**src/rtl/reaction_ctrl_if.sv**
```systemverilog
// Reaction timer bus: player/clock-divider inputs and display/status outputs.
//   tick, start, stop : tick pulse, start button level, stop button level
//   tens, ones        : BCD display digits (F = blank, E = foul mark)
//   state             : IDLE=0, WAIT=1, PLAY=2, DONE=3
//   go, foul, timeout : react-now indicator, early-press flag, saturation flag
interface reaction_ctrl_if;
    logic       tick;
    logic       start;
    logic       stop;
    logic [3:0] tens;
    logic [3:0] ones;
    logic [1:0] state;
    logic       go;
    logic       foul;
    logic       timeout;

    modport master (
        output tick, start, stop,
        input  tens, ones, state, go, foul, timeout
    );

    modport slave (
        input  tick, start, stop,
        output tens, ones, state, go, foul, timeout
    );
endinterface

```
**src/rtl/reaction_ctrl.sv**
```systemverilog
// Reaction timer controller: random arming delay, BCD reaction count in
// 0.1 s ticks, foul/timeout detection and best-time memory.
//   clk   : sole clock, rising edge
//   reset : synchronous, active-high
//   bus   : reaction_ctrl_if slave (inputs tick/start/stop, registered outputs)
module reaction_ctrl #(
    parameter int unsigned DELAY_MIN = 10,
    parameter int unsigned RAND_BITS = 5,
    parameter logic [7:0]  LFSR_SEED = 8'hA5
) (
    input logic            clk,
    input logic            reset,
    reaction_ctrl_if.slave bus
);
    typedef enum logic [1:0] {
        IDLE = 2'd0,
        WAIT = 2'd1,
        PLAY = 2'd2,
        DONE = 2'd3
    } state_t;

    localparam logic [3:0] BLANK     = 4'hF;
    localparam logic [3:0] FOUL_MARK = 4'hE;
    localparam logic [7:0] RAND_MASK = 8'((9'd1 << RAND_BITS) - 9'd1);

    state_t     state_q, state_n;
    logic [3:0] tens_q, tens_n, ones_q, ones_n;
    logic [3:0] cnt_t_q, cnt_t_n, cnt_o_q, cnt_o_n;
    logic [7:0] delay_q, delay_n;
    logic [7:0] best_q, best_n;
    logic       best_valid_q, best_valid_n;
    logic       go_q, go_n, foul_q, foul_n, timeout_q, timeout_n;
    logic [7:0] lfsr_q, lfsr_n;
    logic       start_q, start_prev, stop_q, stop_prev, tick_q;
    logic       start_press, stop_press;

    // Inputs are registered once, so an event acts one edge after it is sampled.
    assign start_press = start_q & ~start_prev;
    assign stop_press  = stop_q  & ~stop_prev;

    // x^8+x^6+x^5+x^4+1, free-running
    assign lfsr_n = {lfsr_q[6:0], lfsr_q[7] ^ lfsr_q[5] ^ lfsr_q[4] ^ lfsr_q[3]};

    // State and datapath registers
    always_ff @(posedge clk) begin
        if (reset) begin
            state_q      <= IDLE;
            tens_q       <= BLANK;
            ones_q       <= BLANK;
            cnt_t_q      <= 4'd0;
            cnt_o_q      <= 4'd0;
            delay_q      <= 8'd0;
            best_q       <= 8'd0;
            best_valid_q <= 1'b0;
            go_q         <= 1'b0;
            foul_q       <= 1'b0;
            timeout_q    <= 1'b0;
            lfsr_q       <= LFSR_SEED;
            start_q      <= 1'b1;
            start_prev   <= 1'b1;
            stop_q       <= 1'b1;
            stop_prev    <= 1'b1;
            tick_q       <= 1'b0;
        end else begin
            state_q      <= state_n;
            tens_q       <= tens_n;
            ones_q       <= ones_n;
            cnt_t_q      <= cnt_t_n;
            cnt_o_q      <= cnt_o_n;
            delay_q      <= delay_n;
            best_q       <= best_n;
            best_valid_q <= best_valid_n;
            go_q         <= go_n;
            foul_q       <= foul_n;
            timeout_q    <= timeout_n;
            lfsr_q       <= lfsr_n;
            start_q      <= bus.start;
            start_prev   <= start_q;
            stop_q       <= bus.stop;
            stop_prev    <= stop_q;
            tick_q       <= bus.tick;
        end
    end

    // Next-state and next-output logic
    always_comb begin
        state_n      = state_q;
        tens_n       = tens_q;
        ones_n       = ones_q;
        cnt_t_n      = cnt_t_q;
        cnt_o_n      = cnt_o_q;
        delay_n      = delay_q;
        best_n       = best_q;
        best_valid_n = best_valid_q;
        foul_n       = foul_q;
        timeout_n    = timeout_q;

        case (state_q)
            IDLE: begin
                tens_n = best_valid_q ? best_q[7:4] : BLANK;
                ones_n = best_valid_q ? best_q[3:0] : BLANK;
                if (start_press) begin
                    state_n = WAIT;
                    delay_n = 8'(DELAY_MIN) + (lfsr_q & RAND_MASK);
                    tens_n  = BLANK;
                    ones_n  = BLANK;
                end
            end
            WAIT: begin
                // Early press beats a coincident tick
                if (stop_press) begin
                    state_n = DONE;
                    foul_n  = 1'b1;
                    tens_n  = FOUL_MARK;
                    ones_n  = FOUL_MARK;
                end else if (tick_q) begin
                    if (delay_q == 8'd1) begin
                        state_n = PLAY;
                        cnt_t_n = 4'd0;
                        cnt_o_n = 4'd0;
                        tens_n  = 4'd0;
                        ones_n  = 4'd0;
                    end else begin
                        delay_n = delay_q - 8'd1;
                    end
                end
            end
            PLAY: begin
                if (stop_press) begin
                    // BCD digits compare correctly as one 8-bit number
                    state_n = DONE;
                    if (!best_valid_q || ({cnt_t_q, cnt_o_q} < best_q)) begin
                        best_n = {cnt_t_q, cnt_o_q};
                    end
                    best_valid_n = 1'b1;
                end else if (tick_q) begin
                    if (cnt_t_q == 4'd9 && cnt_o_q == 4'd9) begin
                        state_n   = DONE;
                        timeout_n = 1'b1;
                    end else begin
                        if (cnt_o_q == 4'd9) begin
                            cnt_o_n = 4'd0;
                            cnt_t_n = 4'(cnt_t_q + 4'd1);
                        end else begin
                            cnt_o_n = 4'(cnt_o_q + 4'd1);
                        end
                        tens_n = cnt_t_n;
                        ones_n = cnt_o_n;
                    end
                end
            end
            DONE: begin
                if (start_press) begin
                    state_n   = IDLE;
                    foul_n    = 1'b0;
                    timeout_n = 1'b0;
                    tens_n    = best_valid_q ? best_q[7:4] : BLANK;
                    ones_n    = best_valid_q ? best_q[3:0] : BLANK;
                end
            end
            default: state_n = IDLE;
        endcase

        go_n = (state_n == PLAY);
    end

    assign bus.tens    = tens_q;
    assign bus.ones    = ones_q;
    assign bus.state   = state_q;
    assign bus.go      = go_q;
    assign bus.foul    = foul_q;
    assign bus.timeout = timeout_q;
endmodule

```
**src/flat_wrapper.sv**
```systemverilog
// flat-port wrapper written by rule: the top's interface ports become plain ports
module reaction_ctrl_flat 
#(
    parameter int unsigned DELAY_MIN = 10,
    parameter int unsigned RAND_BITS = 5,
    parameter logic [7:0]  LFSR_SEED = 8'hA5
)
  (clk, reset, bus_tick, bus_start, bus_stop, bus_tens, bus_ones, bus_state, bus_go, bus_foul, bus_timeout);
  reaction_ctrl_if bus_i ();
  input logic clk;
  input logic reset;
  input wire logic [$bits(bus_i.tick)-1:0] bus_tick;
  input wire logic [$bits(bus_i.start)-1:0] bus_start;
  input wire logic [$bits(bus_i.stop)-1:0] bus_stop;
  output wire logic [$bits(bus_i.tens)-1:0] bus_tens;
  output wire logic [$bits(bus_i.ones)-1:0] bus_ones;
  output wire logic [$bits(bus_i.state)-1:0] bus_state;
  output wire logic [$bits(bus_i.go)-1:0] bus_go;
  output wire logic [$bits(bus_i.foul)-1:0] bus_foul;
  output wire logic [$bits(bus_i.timeout)-1:0] bus_timeout;
  assign bus_i.tick = bus_tick;
  assign bus_i.start = bus_start;
  assign bus_i.stop = bus_stop;
  assign bus_tens = bus_i.tens;
  assign bus_ones = bus_i.ones;
  assign bus_state = bus_i.state;
  assign bus_go = bus_i.go;
  assign bus_foul = bus_i.foul;
  assign bus_timeout = bus_i.timeout;
  reaction_ctrl #(.DELAY_MIN(DELAY_MIN), .RAND_BITS(RAND_BITS), .LFSR_SEED(LFSR_SEED)) u_core (.clk(clk), .reset(reset), .bus(bus_i));
endmodule
```
**config.mk**
```make
export PLATFORM = sky130hd
export DESIGN_NAME = reaction_ctrl_flat
export DESIGN_NICKNAME = d
export VERILOG_FILES = /design/src/rtl/reaction_ctrl_if.sv /design/src/rtl/reaction_ctrl.sv /design/src/flat_wrapper.sv
export SDC_FILE = /design/constraint.sdc
export NUM_CORES = 1
export LEC_CHECK = 0
export CAP_MARGIN = 20
export CORE_MARGIN = 5
export CORE_UTILIZATION = 25
export CTS_CLUSTER_SIZE = 25
export DETAILED_ROUTE_END_ITERATION = 8
export GPL_TIMING_DRIVEN = 0
export PLACE_DENSITY_LB_ADDON = 0.12
export SYNTH_ARGS = -nofsm -noshare
export SYNTH_HDL_FRONTEND = slang
export SYNTH_SLANG_ARGS = --single-unit
```
**constraint.sdc**
```tcl
create_clock -name clk -period 4.9 [get_ports clk]
set_clock_uncertainty 0.05 [all_clocks]
set_input_delay 1.225 -clock clk [delete_from_list [all_inputs] [get_ports clk]]
set_output_delay 1.225 -clock clk [all_outputs]
set_load 0.05 [all_outputs]
```
==> Yosys cells after proc, flatten, opt, wreduce, memory -nomap -nowiden <==
Index checks and enable logic that the tools add are counted.
{ "totals": {"reg_bits": 51, "input_bits": 5, "out_inout_bits": 13, "elab_cells": 107} }
{ "op_classes": {"add_sub_neg": 4, "order_cmp": 1, "eq_ne": 20, "mux": 43, "n_bitwise": 7, "n_reduce_logical": 15} }
{ "op_table": {"columns": ["operator", "count"], "rows": [
  ["2-to-1 mux 4 bit", 18],
  ["2-to-1 mux 8 bit", 4],
  ["one-hot mux 4 bit (4 select lines)", 2],
  ["2-to-1 mux 2 bit", 8],
  ["one-hot mux 4 bit (2 select lines)", 2],
  ["one-hot mux 8 bit (2 select lines)", 1],
  ["inequality test 2 x 1 -> 1 bit (second input constant)", 7],
  ["AND reduction 5 bit", 2],
  ["adder 4 x 1 -> 4 bit (second input constant)", 2],
  ["equality test 4 bit (second input constant)", 2],
  ["equality test 8 x 1 -> 1 bit (second input constant)", 1],
  ["< comparator 8 bit", 1],
  ["inequality test 2 bit (second input constant)", 4],
  ["one-hot mux 2 bit (4 select lines)", 1],
  ["nonzero test 2 bit", 4],
  ["subtractor 8 x 1 -> 8 bit (second input constant)", 1],
  ["AND reduction 7 bit", 1],
  ["adder 4 x 5 -> 6 bit (first input constant)", 1],
  ["equality test 2 bit (second input constant)", 3],
  ["inequality test 3 x 1 -> 1 bit (second input constant)", 2],
  ["AND reduction 3 bit", 2],
  ["AND reduction 6 bit", 1],
  ["2-to-1 mux 1 bit", 5],
  ["one-hot mux 1 bit (2 select lines)", 2],
  ["9 further kinds", 13]
]} }

==> Logic depth before layout (Yosys ltp) <==
Gate-level depths: netlist of run 1.
{ "logic_depth": {"depth_word": 7, "depth_mapped": 9, "ltp_nobuf": 7} }

==> Least setup slack after synthesis of run 1 <==
No wires, ideal clock.
{ "synth_path": {"path_type": "reg-to-reg", "from": "register u_core.state_q[0], in the netlist u_core.bus.state[0]", "to": "register u_core.cnt_t_q[3]", "setup_ps": 75, "arrival_ps": 2290, "t_required_ps": 4775, "setup_slack_ps": 2485, "path_stages_with_launch": 8, "path_buffers": 0, "period_less_slack_ps": 2415, "path_cell_list": "dfxtp_1 inv_1 ha_1 and4b_1 nand2_1 nand4_4 or4_1 o22ai_1"} }
{ "synth_between": {"elab_chain_cells": 3, "word_cells_on_any_way": 11, "cone_classes": "eq/ne: 8; mux: 1; reduce/logical: 2"} }
{ "synth_lines": {"columns": ["element", "line_no", "source"], "rows": [
  ["start, declared", "reaction_ctrl.sv:26", "state_t state_q, state_n;"],
  ["start signal, assigned", "reaction_ctrl.sv:65", "state_q <= state_n;"],
  ["equality test 2 bit or equality test 2 x 1 -> 1 bit (tied branches)", "reaction_ctrl.sv:98", "case (state_q)"],
  ["inequality test 2 x 1 -> 1 bit (no source line), or another cell as far along", null, null],
  ["AND reduction 7 bit (no source line)", null, null],
  ["end signal, assigned", "reaction_ctrl.sv:68", "cnt_t_q <= cnt_t_n;"],
  ["end, declared", "reaction_ctrl.sv:28", "logic [3:0] cnt_t_q, cnt_t_n, cnt_o_q, cnt_o_n;"]
]} }
Several ways; a longest one is shown, not always the timed one.
A chain may end at the register's enable or synchronous reset.

==> Worst setup path in the final report of run 1 <==
{ "layout_path": {"from": "register u_core.state_q[1], in the netlist u_core.bus.state[1]", "to": "output bus_state[1]"} }
{ "layout_rtl": {"columns": ["element", "line_no", "source"], "rows": [
  ["end, declared", "flat_wrapper.sv:17", "output wire logic [$bits(bus_i.state)-1:0] bus_state;"]
]} }
No word-level cell between the ends.

==> results.cfg, run 1 <==
[cts]
cts_tree = done
h-tree-depth = 2
path_clk_slew_ps = 100
postCtsResizedCells = 0
root_buffer = clkbuf_8
postCtsHoldBufs = 0
clock_latency_ps = 310
numCtsBuffers = 5
cts.path.max_buffers = 2
tritoncts_num_sinks = 51
post_cts_buffers = 0

[sta]
finalCritPeriodShare_pct = 59.3
timing.final.ws_setup_ps = 2000
finalSetupViolations = 0
rsz0062_at_grt = false
finalMaxSlewViolations = 0
fin_crit_ps = 2900
hold_viol_final = 0
relSlewSlack_pct = 30.6
fmax_mhz = 344
worst_pin_slew_ps = 1040
finalSetupTns_ps = 0

[job]
maxCapViolCount = 0

[critical_path]
required_ps = 3620
critPathCaptureType = primary output
path_buf_inv = 1
critPathMaxFanout = 6
cp_top_family = buffers and inverters
max_stage_delay_ps = 850
critPathKind = register to primary output
startpoint_type = register
crit_slowest_cell = clkdlybuf4s50_1
cp_cell_sequence = clkdlybuf4s50_1
arrival_ps = 1630

[power_and_ir_drop]
fin_total_pwr_w = 0.00175
vdd_drop_max_uv = 234
leakage_nw = 1.26
p_per_area_nw_per_um2 = 537

[route]
via_count = 2335
via_per_inst = 4.73
highest_layer = met4
final_antenna_net_count = 0
wl_met2_mm = 3.11
wl_per_cell_um = 15.1
drt-total-wl_mm = 7.44
firstDrtPassIters = 4
drc = 0
wl_met1_mm = 4.05
dr_wl_met3_um = 201
first_iter_violations = 125

[synthesis]
synth_edf_count = 0
synth.ff_latch_count = 51
ys_seq_area_share_pct = 36.5
synthTopCellsByArea = dfxtp_1 36%, ha_1 8.5%, mux2i_1 6.4%
ys.flop_type = dfxtp_1
syn_area_sq_um = 2800
synthCells = 329
synth_top_area_share_pct = 36.5
yosysWarnings = 0
synth_nets = 353
avgSynthCellArea_sq_um = 8.50
synth_top_area_cell = dfxtp_1
async_flop_share_pct = 0
synth.distinct_cells = 53

[finish]
diodes = 0
drive_gt1_share_pct = 6.50
postLayoutCoreUtil_pct = 29.9
layout.cells.non_filler = 494
nNetsFinal = 377
nFillCells = 1169
syn_to_final_growth_pct = 16.5

[place]
place_ws_ps = 1840
dp_hpwl_mm = 5.50
port_buffers = 17
place.gp.congestion = 0.765
dp_cells = 486

[floorplan]
die_w_um = 116
die_y_um = 116
pin_count = 18
row_count = 38
start_util_pct = 25.7
coreArea_sq_um = 10900
die_area_sq_um = 13400

[global_routing]
track_usage_pct = 11.8
grt_max_degree = 18
grt_pass1_vias = 2329
antenna_found_initial = 0
grt_pass1_wl_mm = 12.5
grt-ovfl-total = 0

[run_status]
status = complete, no violations

[min_path]
hold_class = register to register
==> flip-flops by register name, indices dropped and copies added, names as in the netlist, 2 cells and up <==
register          flops
u_core.bus.ones       4
u_core.cnt_o_q        4
u_core.best_q         8
u_core.lfsr_q         8
u_core.delay_q        8
u_core.bus.state      2
u_core.bus.tens       4
u_core.cnt_t_q        4
==> layout make-up <==
cell class	instances	area, sq um	share of cell area (%)
multi-input cells	243	1650	50.5
well taps	140	175	5.37
clock inverters	3	47.5	1.46
repair buffers	17	170	5.22
clock buffers	5	68.8	2.11
inverters	19	71.3	2.19
flip-flops and latches	51	1020	31.3
plain buffers	16	60.1	1.84
==> cell usage after synthesis (2+ instances only) <==
cell / count
a211o_1: 2
a21o_1: 4
a21oi_1: 29
a31oi_1: 2
and2_1: 3
and3_1: 2
and4b_1: 2
clkbuf_1: 15
dfxtp_1: 51
ha_1: 19
inv_1: 19
mux2i_1: 18
nand2_1: 34
nand2b_1: 10
nand3_1: 4
nand3b_1: 2
nand4_1: 2
nand4b_1: 2
nor2_1: 24
nor2b_1: 8
nor3_1: 5
nor3b_1: 2
o2111ai_1: 2
o211ai_1: 2
o21ai_0: 17
o22ai_1: 2
o2bb2ai_1: 3
o31ai_1: 6
or2_2: 8
or4_1: 2
xnor2_1: 2
xor2_1: 5
==> layer usage <==
layer | vias to the layer above | global-route usage [%]
met5 | - | 0
li1 | 1209 | -
met2 | 39 | 17.9
met4 | 0 | 3.48
met3 | 5 | 1.93
met1 | 1082 | 17.3
==> through the flow <==
stage                     instance area, sq um  hold WS [ps]
after floorplan                           2800           339
after global placement                    3140           344
after detailed placement                  3140           345
after CTS                                 3260           372
after global routing                      3260           388
final                                     3260           369
==> cells in the final DEF (no fill, tap or decap), drive strengths merged, types with 8 or more instances in the layout <==
master / count
a21oi: 29
clkbuf: 20
or2: 8
clkdlybuf4s50: 17
ha: 19
nor2: 24
dfxtp: 51
o21ai: 17
nor2b: 8
nand2: 34
mux2i: 18
nand2b: 10
inv: 20
==> cell families (layout without fill, tap and decap cells) <==
kind of cell             count (synthesis)  in the layout  share of synthesized area (%)
XOR/XNOR                                 7              7                           2.19
AND/OR/NAND/NOR                        116            116                           22.0
buffers and inverters                   35             60                           4.70
multiplexers                            18             18                           6.44
AO/OA/AOI/OAI                           83             83                           19.7
adder cells (fa/ha/maj)                 19             19                           8.50
flip-flops                              51             51                           36.5
==> where the power goes <==
group	switching, W	leakage, nW	internal (W)	total (W)
Sequential	0.0000688	0.418	0.000495	0.000564
Clock	0.000155	0.0587	0.000155	0.000310
Combinational	0.000560	0.784	0.000315	0.000876
Total	0.000784	1.26	0.000966	0.00175
==> final timing paths <==
kind / to / start / slack, ps / cells after the start
setup / recovery: bus_state[1] / u_core.bus.state[1] / 2000 / 1
hold / removal: u_core.lfsr_q[7] / u_core.lfsr_q[6] / 370 / 1
setup reg to reg: u_core.bus.tens[0] / u_core.bus.state[1] / 2150 / 8
hold reg to reg: u_core.lfsr_q[7] / u_core.lfsr_q[6] / 370 / 1
Note: power is estimated with default switching activity, not from simulation.
==> run 2: changes to the inputs <==
==> constraint.sdc (replaced) <==
create_clock -name clk -period 2.9 [get_ports clk]
set_clock_uncertainty 0.05 [all_clocks]
set_input_delay 0.725 -clock clk [delete_from_list [all_inputs] [get_ports clk]]
set_output_delay 0.725 -clock clk [all_outputs]
set_load 0.05 [all_outputs]
==> results.cfg, run 2 (synthesis results as in run 1) <==
[critical_path]
cp_num_cells = 8
arrival_ps = 2720
cp_top_family = buffers and inverters
critPathKind = register to register
cp_common_cell = clkbuf_1
critPathMaxFanout = 10
reg2reg_depth = 8
max_stage_delay_ps = 440
critPathCaptureType = register
required_ps = 3070
path_buf_inv = 3
crit_slowest_cell = clkbuf_1
cp_cell_sequence = inv_1, ha_1, clkbuf_1, nand2_1, o2111ai_2, clkbuf_1, a21oi_1, o31ai_1
startpoint_type = register

[finish]
nNetsFinal = 377
syn_to_final_growth_pct = 16.7
final_cell_mix = 51 x dfxtp_1, 34 x nand2_1, 29 x a21oi_1
diodes = 0
layout.cells.non_filler = 494
nFillCells = 1170
final_common_cell = dfxtp_1
reg_top3 = u_core.best_q: 8 flops, u_core.delay_q: 8 flops, u_core.lfsr_q: 8 flops
drive_gt1_share_pct = 6.78

[cts]
numCtsBuffers = 5
h-tree-depth = 2
cts.path.max_buffers = 2
clock_latency_ps = 310
tritoncts_num_sinks = 51
cts_tree = done
postCtsHoldBufs = 0
path_clk_slew_ps = 100
root_buffer = clkbuf_8

[sta]
rsz0062_at_grt = false
relSlewSlack_pct = 30.6
worst_pin_slew_ps = 1040
finalSetupViolations = 0
fin_crit_ps = 2550
fmax_mhz = 392
hold_viol_final = 0
finalSetupTns_ps = 0
finalMaxSlewViolations = 0
finalCritPeriodShare_pct = 87.9

[min_path]
hold_class = register to register
hold_path_depth = 1

[route]
drt-total-wl_mm = 7.45
via_count = 2338
firstDrtPassIters = 4
first_iter_violations = 125
final_antenna_net_count = 0
wl_per_cell_um = 15.1
drc = 0
via_per_inst = 4.73

[global_routing]
grt-ovfl-total = 0
grt_pass1_vias = 2329
grt_max_degree = 18
track_usage_pct = 11.8
grt_pass1_wl_mm = 12.5
antenna_found_initial = 0

[floorplan]
start_util_pct = 25.7
coreArea_sq_um = 10900
row_count = 38
pin_count = 18
die_w_um = 116
die_y_um = 116
die_area_sq_um = 13400

[power_and_ir_drop]
p_per_area_nw_per_um2 = 907
vdd_drop_max_uv = 395
leakage_nw = 1.27

[place]
dp_cells = 486
dp_hpwl_mm = 5.50
place.gp.congestion = 0.765
port_buffers = 17

[run_status]
status = complete, no violations

[job]
maxCapViolCount = 0
## run 2: cell counts in the layout (fill, tap and decap cells not counted)
Identical to the previous run, type by type.
## run 2: worst paths after layout
check                                    startpoint                 end  slack [ps]
worst max register to register  u_core.bus.state[1]  u_core.bus.tens[0]         350
worst max-delay path            u_core.bus.state[1]  u_core.bus.tens[0]         350
worst min-delay path               u_core.lfsr_q[6]    u_core.lfsr_q[7]         370
worst min register to register     u_core.lfsr_q[6]    u_core.lfsr_q[7]         370
## run 2: layout make-up
cell class / count / area [sq um] / area share (%)
clock buffer: 5 / 68.8 / 2.11
tap: 140 / 175 / 5.36
buffer: 16 / 60.1 / 1.84
clock inverter: 3 / 47.5 / 1.46
timing repair buffer: 17 / 170 / 5.21
sequential: 51 / 1020 / 31.3
multi-input combinational: 243 / 1650 / 50.6
inverter: 19 / 71.3 / 2.18
## run 2: power breakdown
part           switching [W]  internal [W]
registers           0.000116      0.000837
clock network       0.000262      0.000262
logic               0.000949      0.000537
## run 2: metal layers
layer  vias to the layer above  global-route usage [%]  share of wire (%)
met1                      1086                    17.3                 55
met3                         5                    1.93                2.7
met2                        39                    17.9                 42
met4                         0                    3.48                1.1
met5                         -                       0                  0
li1                       1208                       -                  -
## run 2: worst reg2reg max path: stages, from the launching register on
cell and delay, ps:
dfxtp_1 390, inv_1 140, ha_1 230, clkbuf_1 400, nand2_1 170, o2111ai_2 410, clkbuf_1 440, a21oi_1 140
o31ai_1 100
## run 2: metrics by stage
| step | power [W] | instance area, sq um | utilization, % | setup slack [ps] | hold WS (ps) |
|---|---|---|---|---|---|
| 6_report | 0.00296 | 3270 | 30.0 | 351 | 369 |
| 5_1_grt | 0.00319 | 3270 | 30.0 | 63.5 | 388 |
| 4_1_cts | 0.00299 | 3260 | 29.9 | 159 | 372 |
| 3_5_place_dp | 0.00244 | 3140 | 28.9 | 201 | 345 |
| 3_3_place_gp | 0.00245 | 3140 | 28.9 | 161 | 344 |
| 2_1_floorplan | 0.00201 | 2800 | - | 485 | 339 |
## run 2: repair_timing
item / 4_1_cts / 5_1_grt
gates resized for setup: 0 / 1
endpoints found under the hold margin: 0 / 0
setup buffers: 0 / 0
setup endpoints to repair: 0 / 7
==> run 3: changes to the inputs <==
--- a/config.mk
+++ b/config.mk
@@ -5,7 +5,6 @@
 export SDC_FILE = /design/constraint.sdc
 export NUM_CORES = 1
 export LEC_CHECK = 0
-export CAP_MARGIN = 20
 export CORE_MARGIN = 5
 export CORE_UTILIZATION = 25
 export CTS_CLUSTER_SIZE = 25
==> results of run 3 <==
Same layout as run 2: the final DEF is identical, and so are final timing and power.
